### src/rtl/branch_pc_unit.sv
// KGP_RISC program-counter / branch-resolution stage: latches ALU flags,
// resolves branches and produces pc, taken, link and illegal-op pulses.
module branch_pc_unit #(
  parameter logic [31:0] RESET_PC = 32'h0000_0000,
  parameter int unsigned PC_STEP  = 4
) (
  input  logic        clk,
  input  logic        rst,
  input  logic        instr_valid,
  input  logic        stall,
  input  logic        halt,
  input  logic [3:0]  br_op,
  input  logic [31:0] offset,
  input  logic [31:0] rs_val,
  input  logic        alu_carry,
  input  logic        alu_zero,
  input  logic        alu_sign,
  input  logic        flag_we,
  output logic [31:0] pc,
  output logic        taken,
  output logic        link_we,
  output logic [31:0] link_addr,
  output logic        carry_q,
  output logic        zero_q,
  output logic        sign_q,
  output logic        halted,
  output logic        illegal_op
);

  typedef enum logic {RUN, HALT} state_t;

  localparam logic [31:0] STEP = 32'(PC_STEP);

  state_t      state, state_n;
  logic [31:0] pc_seq, rel_sum, br_target, pc_n, link_addr_n;
  logic        taken_n, link_we_n, illegal_n;
  logic        carry_n, zero_n, sign_n;
  logic        eff_c, eff_z, eff_s;
  logic        br_taken, op_legal, advance;

  always_comb begin
    pc_seq    = pc + STEP;
    rel_sum   = pc_seq + offset;
    eff_c     = flag_we ? alu_carry : carry_q;
    eff_z     = flag_we ? alu_zero  : zero_q;
    eff_s     = flag_we ? alu_sign  : sign_q;
    br_taken  = 1'b0;
    op_legal  = 1'b1;
    br_target = {rel_sum[31:2], 2'b00};
    unique case (br_op)
      4'd0:       br_taken = 1'b0;
      4'd1, 4'd2: br_taken = 1'b1;
      4'd3: begin
        br_taken  = 1'b1;
        br_target = {rs_val[31:2], 2'b00};
      end
      4'd4:       br_taken = eff_s;
      4'd5:       br_taken = eff_z;
      4'd6:       br_taken = ~eff_z;
      4'd7:       br_taken = eff_c;
      4'd8:       br_taken = ~eff_c;
      default:    op_legal = 1'b0;
    endcase
  end

  always_comb begin
    state_n     = state;
    pc_n        = pc;
    link_addr_n = link_addr;
    carry_n     = carry_q;
    zero_n      = zero_q;
    sign_n      = sign_q;
    taken_n     = 1'b0;
    link_we_n   = 1'b0;
    illegal_n   = 1'b0;
    advance     = (state == RUN) && instr_valid && !stall;
    // halt is honoured even while stalled; it also suppresses any branch effect
    if ((state == RUN) && instr_valid && halt) state_n = HALT;
    if (advance) begin
      if (flag_we) begin
        carry_n = alu_carry;
        zero_n  = alu_zero;
        sign_n  = alu_sign;
      end
      if (!halt) begin
        pc_n      = br_taken ? br_target : pc_seq;
        taken_n   = br_taken;
        link_we_n = (br_op == 4'd2);
        illegal_n = !op_legal;
        if (br_op == 4'd2) link_addr_n = pc_seq;
      end
    end
  end

  always_ff @(posedge clk or negedge rst) begin
    if (!rst) begin
      state      <= RUN;
      pc         <= RESET_PC;
      link_addr  <= '0;
      carry_q    <= 1'b0;
      zero_q     <= 1'b0;
      sign_q     <= 1'b0;
      taken      <= 1'b0;
      link_we    <= 1'b0;
      illegal_op <= 1'b0;
    end else begin
      state      <= state_n;
      pc         <= pc_n;
      link_addr  <= link_addr_n;
      carry_q    <= carry_n;
      zero_q     <= zero_n;
      sign_q     <= sign_n;
      taken      <= taken_n;
      link_we    <= link_we_n;
      illegal_op <= illegal_n;
    end
  end

  assign halted = (state == HALT);

endmodule

### config.mk
export PLATFORM = sky130hd
export DESIGN_NAME = branch_pc_unit
export DESIGN_NICKNAME = d
export VERILOG_FILES = /design/src/rtl/branch_pc_unit.sv
export SDC_FILE = /design/constraint.sdc
export NUM_CORES = 1
export LEC_CHECK = 0
export CAP_MARGIN = 5
export CORE_ASPECT_RATIO = 1.2
export CORE_UTILIZATION = 50
export CTS_CLUSTER_SIZE = 14
export DETAILED_ROUTE_END_ITERATION = 10
export PLACE_DENSITY = 0.81
export SLEW_MARGIN = 25
export SYNTH_ARGS = -nofsm -noshare
export SYNTH_HDL_FRONTEND = slang
export SYNTH_SLANG_ARGS = --single-unit
### constraint.sdc
create_clock -name clk -period 4.3 [get_ports clk]
set_input_delay 1.075 -clock clk [delete_from_list [all_inputs] [get_ports clk]]
set_output_delay 1.075 -clock clk [all_outputs]
set_load 0.05 [all_outputs]
## Yosys cells after proc, flatten, opt, wreduce, memory -nomap -nowiden

Index checks and enable logic that the tools add are counted.

| cells by class | value |
|---|---|
| $add $sub $neg | 2 |
| equality and inequality tests | 8 |
| mux-type cells | 13 |
| bitwise operators | 4 |
| reductions and logical operators | 10 |

Operator list:

| kind | count |
|---|---|
| 32-bit two-way mux | 2 |
| 32-bit by 3-bit adder with 32-bit output (second input constant) | 1 |
| 32-bit adder | 1 |
| 4-bit by 3-bit equality test with 1-bit output (second input constant) | 4 |
| 1-bit two-way mux | 10 |
| 9-bit OR reduction | 1 |
| 4-bit by 2-bit equality test with 1-bit output (second input constant) | 2 |
| 1-bit case mux with 6 select lines | 1 |
| 4-bit by 1-bit equality test with 1-bit output (second input constant) | 1 |
| 4-bit equality test (second input constant) | 1 |
| 4-bit zero test | 1 |
| 1-bit inverter | 4 |
| 1-bit logical AND | 3 |
| 3-bit AND reduction | 1 |
| 3-bit OR reduction | 1 |
| 1-bit zero test | 2 |
| 2-bit AND reduction | 1 |

| storage, ports and cells | value |
|---|---|
| register bits after elaboration | 71 |
| output and inout bits | 71 |

## Depth between registers and ports, before layout

Gate-level depths: netlist (run 1).

| depth | value |
|---|---|
| depth in word-level cells | 6 |
| gate-level depth with buffers | 17 |
| depth with buffers taken out | 16 |

## Least setup slack after synthesis (run 1)

Ideal clock, no wire load.

| timing | value |
|---|---|
| path type | flip-flop to flip-flop |
| from | register pc[2] |
| to | register pc[30] |
| arrival time | 3.638 ns |
| required time | 4.161 ns |
| setup slack | 0.523 ns |
| stages on the path, launching flop included | 16 |
| buffers on the path | 0 |
| path through | dfrtp_1 -> ha_1 -> and2_1 -> nand4_2 -> nor2_1 -> nand3_1 -> xnor2_1 -> ha_1 -> a21oi_1 -> a21oi_1 -> o21ai_0 -> a31oi_1 -> a221oi_1 -> o21ai_0 -> a2111oi_0 -> a311oi_1 |

| on the way | value |
|---|---|
| longest elaborated chain between the ends | 4 |

RTL lines:

| element | RTL line | text |
|---|---|---|
| from (decl) | 19 | `output logic [31:0] pc,` |
| from (signal assigned) | 108 | `pc <= pc_n;` |
| 32-bit by 3-bit adder with 32-bit output | 42 | `pc_seq = pc + STEP;` |
| named net pc_seq[18] | 35 | `logic [31:0] pc_seq, rel_sum, br_target, pc_n, link_addr_n;` |
| 32-bit adder | 43 | `rel_sum = pc_seq + offset;` |
| 32-bit two-way mux | 50 | `unique case (br_op)` |
| 32-bit two-way mux | 86 | `pc_n = br_taken ? br_target : pc_seq;` |

The timed path passes the listed nets, and every way through them passes these cells.
A chain may end at the register's enable or synchronous reset.

## Worst setup path in the final report (run 1)

Ends and elaborated chain as after synthesis.

==> results of run 1 <==
-- what timing repair did --
item / CTS / global route
gates resized for setup: 0 / 3
setup endpoints to repair: 0 / 1
hold buffers: 0 / 0
-- cell usage after synthesis (all sizes together), types with 16 or more instances --
cell and instances:
a21o 18, a21oi 45, buf 16, clkbuf 18
dfrtp 67, ha 37, mux2 22, nand2 90
nand3 22, nor2 51, nor3 16, o21ai 51
xnor2 32, xor2 19
-- logic make-up after synthesis --
| group | Yosys count | synth area share |
|---|---|---|
| simple gates | 228 | 0.2017 |
| compound gates | 192 | 0.2317 |
| flops | 67 | 0.3041 |
| xor+xnor | 51 | 0.08101 |
| buf+inv | 48 | 0.04016 |
| fa+ha+maj | 37 | 0.08396 |
| mux | 26 | 0.05673 |
| other cells | 1 | 0.0006801 |
-- worst min-delay path: cells and delay by family, from the launching register on --
family / cells / cell delay (ps)
simple gates: 2 / 100
flops: 1 / 340
-- power by group through the flow --
stage          combinational (mW)  sequential (mW)  clock (mW)
2_1_floorplan               0.575            0.906           0
3_3_place_gp                 1.04            0.760           0
3_5_place_dp                 1.07            0.764           0
4_1_cts                      1.07            0.753       0.787
5_1_grt                      1.17            0.762       0.816
6_report                     1.10            0.755       0.792
-- through the flow --
step                      total power [mW]  cells
final                                2.644    922
after global routing                 2.747    922
after floorplan                      1.482    653
after CTS                            2.614    922
after global placement               1.803    906
after detailed placement             1.829    906
-- flip-flops by register name (all words and copies together) (netlist names) --
register / cells
carry_q: 1
taken: 1
illegal_op: 1
link_we: 1
halted: 1
sign_q: 1
zero_q: 1
link_addr: 30
pc: 30
-- layer usage --
metal  up-vias  GRT usage
met1      2677     0.3622
met5         -          0
met4         0     0.1727
met2       336     0.5512
met3        61    0.05344
li1       2644          -
-- cell type report --
class | count | area [µm²] | area share
well taps | 129 | 161.4 | 0.02190
clock buffers | 11 | 252.7 | 0.03429
inverters | 14 | 52.55 | 0.007130
repair buffers | 158 | 1529 | 0.2074
multi-input cells | 538 | 3638 | 0.4936
flip-flops and latches | 67 | 1677 | 0.2275
clock inverters | 5 | 60.06 | 0.008148
-- worst max path at each step --
stage / start / to / slack [ps] / cells past startpoint
finish: pc[2]$_DFFE_PN0P_ / pc[30]$_DFFE_PN0P_ / 190 / 15
global route: pc[2]$_DFFE_PN0P_ / pc[30]$_DFFE_PN0P_ / 30 / 15
CTS: pc[2]$_DFFE_PN0P_ / pc[30]$_DFFE_PN0P_ / 120 / 13
detailed placement: pc[9]$_DFFE_PN0P_ / pc[30]$_DFFE_PN0P_ / 160 / 13
global placement: pc[2]$_DFFE_PN0P_ / pc[30]$_DFFE_PN0P_ / 330 / 13
floorplan: pc[2]$_DFFE_PN0P_ / pc[30]$_DFFE_PN0P_ / 520 / 15
==> results by group, run 1 <==
Placement
  – Port Buffers: 139
  – DP Wirelength: 13.07 mm
  – Placement Cell Area: 0.007047 mm²
  – Routability congestion estimate: 0.9169
  – Pre-CTS setup slack: 160.2 ps

Detailed routing
  – WL met2: 8.851 mm
  – Initial DRC count: 424
  – Met3 wire length: 1.627 mm
  – Routed wire per std cell: 19.40 µm
  – Vias per inst: 6.202
  – Via count: 5718
  – Drt pass-1 iters: 8
  – Final WL: 17.89 mm
  – Final ANT Viol Nets: 0
  – Remaining routing DRC violations: 11
  – Top Layer Used: met4
  – DRT met1 WL: 6.802 mm

Cells and area
  – Area grow syn2layout: 33.67%
  – Layout cells sized above 1: 0.1084
  – Commonest non-fill, non-tap cells in the layout: clkdlybuf4s50_1 (138), nand2_1 (90), dfrtp_1 (67), nor2_1 (51), o21ai_0 (45)
  – Final nets: 902
  – Most common cell after layout, fill and taps aside: clkdlybuf4s50_1
  – Core Util, Final: 0.6941
  – Final instance area: 0.007371 mm²
  – Antenna cell count: 0
  – Fill count: 832

Setup path
  – Critical Path RT: 4500 ps
  – FF-to-FF End: pc[30]$_DFFE_PN0P_
  – Data arrival, critical path: 4310 ps
  – Most common cell on crit path: nor2_1
  – Nature of the critical path endpoint: register
  – FF-to-FF path depth: 15
  – CP max stage delay: 540 ps
  – Delay-heaviest family, CP: simple AND/OR/NAND/NOR gates
  – Buffers and inverters on the worst path: 0
  – Slowest CP cell: a2111oi_0
  – RR Startpoint: pc[2]$_DFFE_PN0P_
  – Worst R2R Setup Slack: 190 ps
  – CP Max Fanout: 6
  – CP Class: register to register
  – Critical path launch point type: register
  – Crit-path cells: ha_1 > and2_1 > nand4_2 > nor2_1 > nand2_1 > xnor2_1 > ha_1 > nand2_1 > nor2_1 > nor2_1 > nand4b_1 > a221oi_2 > o21ai_0 > a2111oi_0 > a311oi_1

GRT
  – Largest net degree at the start of global routing: 46
  – First-pass GRT wire length: 27.77 mm
  – Initial antenna violation count: 0
  – All-Layer GR Usage: 0.3115
  – Grt ovf: 0
  – Vias in the first global route: 5722

Synthesis
  – Async SR Flop Fraction: 1.000
  – Synth area leader: dfrtp_1
  – Synth top area cells: dfrtp_1 (30%), ha_1 (8.4%), nand2_1 (6.1%)
  – Ys flop type: dfrtp_1
  – Synth warn: 0
  – Post-synth EDFFs: 0
  – Synthesis-stage register bit count: 67
  – Mapped Area: 0.005514 mm²
  – Avg Inst Size Synth: 8.483 µm²
  – Yosys cell types: 76
  – Sequential-to-total area share from yosys stat: 0.3041
  – Cells after Synth: 650
  – Synth top area share: 0.3041

Clocking
  – Clk sink count: 67
  – Htree depth: 3
  – Later-pin clock latency in the skew report: 340 ps
  – CTS tree: done
  – Clk slew on worst S/H paths: 60 ps
  – Post CTS Setup Buffer Count: 0
  – CTS buffer count: 9
  – Clk root buf: clkbuf_16
  – Clock Path Buffers: 2

Floorplan
  – Chip width: 97.87 µm
  – Row count: 41
  – DIE HEIGHT: 117.0 µm
  – Area of the core: 0.01062 mm²
  – Initial Utilization: 0.5193
  – Die area: 0.01145 mm²
  – I/O pin count: 148

Power
  – Internal power: 1.599 mW
  – VDD IR max: 218.8 µV
  – Net switching power: 1.045 mW
  – Clock group share of total power: 0.299
  – Switch share: 0.3952
  – Comb power frac: 0.415
  – Lkg Pwr: 3.224 nW
  – Sequential Power Share: 0.286
  – PD cells: 358.7 mW/mm²

Timing
  – Final min period: 4109 ps
  – Final Cycle Share: 0.9555
  – Worst slew margin: 0.5561
  – Post-route setup slack: 191.3 ps
  – # setup viols final: 0
  – Skew final: 6.609 ps
  – Fmax: 0.2434 GHz
  – Final Hold Fails: 0
  – Worst-margin pin slew: 656.9 ps
  – Hold_ws: 480.0 ps
  – Setup TNS: 0 ps
  – Slew Limit Fails: 0
  – RSZ-0062 raised after global routing: false

Min path
  – Worst Hold End: link_addr[16]$_DFFE_PN0P_
  – Hold Path Depth: 2
  – HP Start: link_addr[16]$_DFFE_PN0P_
  – Worst Hold Class: register to register

Outcome
  – Violated checks: design-rule violations
  – Outcome: finished, violations left

Job
  – Maxcap violations: 0
Note: power is estimated with default switching activity, not from simulation.
==> inputs of run 2 (changes only) <==
--- a/config.mk
+++ b/config.mk
@@ -6,10 +6,11 @@
 export NUM_CORES = 1
 export LEC_CHECK = 0
 export CAP_MARGIN = 5
-export CORE_ASPECT_RATIO = 1.2
+export CORE_ASPECT_RATIO = 1.5
 export CORE_UTILIZATION = 50
 export CTS_CLUSTER_SIZE = 14
 export DETAILED_ROUTE_END_ITERATION = 10
+export HOLD_SLACK_MARGIN = 0.12
 export PLACE_DENSITY = 0.81
 export SLEW_MARGIN = 25
 export SYNTH_ARGS = -nofsm -noshare
==> results by group, run 2 (same netlist as run 1, synthesis figures left out) <==
Outcome
  – Outcome: finished, final reports clean

Timing
  – Final Hold Fails: 0
  – Hold_ws: 484.7 ps
  – Worst slew margin: 0.5590
  – Slew Limit Fails: 0
  – Final Cycle Share: 0.9336
  – # setup viols final: 0
  – Skew final: 6.426 ps
  – Final min period: 4014 ps
  – Fmax: 0.2491 GHz
  – RSZ-0062 raised after global routing: false
  – Worst-margin pin slew: 660.6 ps
  – Setup TNS: 0 ps

Power
  – Internal power: 1.638 mW
  – Net switching power: 1.035 mW
  – Comb power frac: 0.408
  – Lkg Pwr: 3.225 nW
  – VDD IR max: 219.2 µV
  – Switch share: 0.3871
  – Sequential Power Share: 0.282
  – PD cells: 361.2 mW/mm²
  – Clock group share of total power: 0.310

Clocking
  – Post CTS Setup Buffer Count: 0
  – Clk sink count: 67
  – Htree depth: 3
  – Clk root buf: clkbuf_16
  – CTS tree: done
  – Clk slew on worst S/H paths: 60 ps
  – CTS resizes: 0
  – Hold buffers post-CTS: 0
  – Clock Path Buffers: 2
  – Later-pin clock latency in the skew report: 350 ps
  – CTS buffer count: 9

Cells and area
  – Commonest non-fill, non-tap cells in the layout: clkdlybuf4s50_1 (138), nand2_1 (90), dfrtp_1 (67), nor2_1 (51)
  – Layout cells sized above 1: 0.1072
  – Antenna cell count: 0
  – Largest registers: link_addr (30), pc (30)
  – Most common cell after layout, fill and taps aside: clkdlybuf4s50_1
  – Area grow syn2layout: 34.24%
  – Final nets: 902

GRT
  – Initial antenna violation count: 0
  – First-pass GRT wire length: 28.01 mm
  – Vias in the first global route: 5766
  – Largest net degree at the start of global routing: 35
  – All-Layer GR Usage: 0.3190
  – Grt ovf: 0

Setup path
  – CP Class: register to register
  – Crit path from: pc[2]$_DFFE_PN0P_
  – CP Max Fanout: 6
  – Data arrival, critical path: 4220 ps
  – FF-to-FF path depth: 15
  – Worst R2R Setup Slack: 290 ps
  – Critical Path RT: 4510 ps
  – Critical path launch point type: register
  – Nature of the critical path endpoint: register
  – RR Startpoint: pc[2]$_DFFE_PN0P_

Floorplan
  – Area of the core: 0.01065 mm²
  – I/O pin count: 148
  – Chip width: 87.75 µm
  – Row count: 46
  – Die area: 0.01146 mm²
  – Initial Utilization: 0.5179
  – DIE HEIGHT: 130.6 µm

Detailed routing
  – Remaining routing DRC violations: 0
  – Drt pass-1 iters: 5
  – Final WL: 17.85 mm
  – Via count: 5718
  – Vias per inst: 6.102
  – Initial DRC count: 291
  – Routed wire per std cell: 19.05 µm
  – Final ANT Viol Nets: 0

Min path
  – Hold Path Depth: 2
  – HP Start: link_addr[19]$_DFFE_PN0P_
  – Worst Hold Class: register to register

Placement
  – DP Wirelength: 13.02 mm
  – Port Buffers: 139
  – Routability congestion estimate: 1.001

Job
  – Maxcap violations: 0
-- run 2: changes by cell type in the layout (fill, tap and decap cells not counted), sizes merged --
cell,previous run,this run
bufinv,1,2
clkbuf,11,10
clkinvlp,1,2
inv,15,14
-- run 2: stage by stage --
step / utilization / total power, mW / area [µm²] / std cells / worst slack, ps
3_3_place_gp: 0.6636 / 1.802 / 7066 / 921 / 324.5
4_1_cts: 0.6944 / 2.658 / 7393 / 937 / 160.9
6_report: 0.6952 / 2.673 / 7402 / 937 / 285.7
5_1_grt: 0.6952 / 2.794 / 7402 / 937 / 33.25
3_5_place_dp: 0.6636 / 1.824 / 7066 / 921 / 211.5
2_1_floorplan: - / 1.482 / 5525 / 653 / 523.4
-- run 2: worst max-delay path: stages (launching register included) --
cell,delay [ps]
dfrtp_1,460
ha_1,230
and2_1,240
nand4_2,200
nor2_1,220
nand2_1,90
xnor2_1,320
ha_1,370
nand2_1,190
nor2_1,60
nor2_1,150
nand4b_1,170
a221oi_2,390
o21ai_0,200
a2111oi_1,500
a311oi_1,80
-- run 2: final cells by class --
cell class | count | area (µm²)
multi-input cells | 538 | 3636
well taps | 144 | 180.2
clock inverters | 6 | 88.84
flip-flops and latches | 67 | 1677
repair buffers | 158 | 1529
fillers | 849 | 3246
inverters | 14 | 52.55
clock buffers | 10 | 239.0
-- run 2: final timing paths --
check / end
max: pc[30]$_DFFE_PN0P_
min: link_addr[19]$_DFFE_PN0P_
max reg2reg: pc[30]$_DFFE_PN0P_
min reg2reg: link_addr[19]$_DFFE_PN0P_
max in group asynchronous: link_addr[28]$_DFFE_PN0P_
min in group asynchronous: link_addr[6]$_DFFE_PN0P_
-- run 2: layer usage --
layer	vias up	share of wire	global-route usage
met4	0	0.048	0.1919
li1	2652	-	-
met2	297	0.52	0.5636
met1	2692	0.37	0.3471
met5	-	0	0
met3	77	0.068	0.06470
-- run 2: power by group through the flow --
stage	Combinational, mW	Clock [mW]	Sequential (mW)
floorplan	0.575	0	0.906
global placement	1.04	0	0.759
detailed placement	1.06	0	0.763
CTS	1.07	0.832	0.753
global route	1.17	0.860	0.764
finish	1.09	0.828	0.755
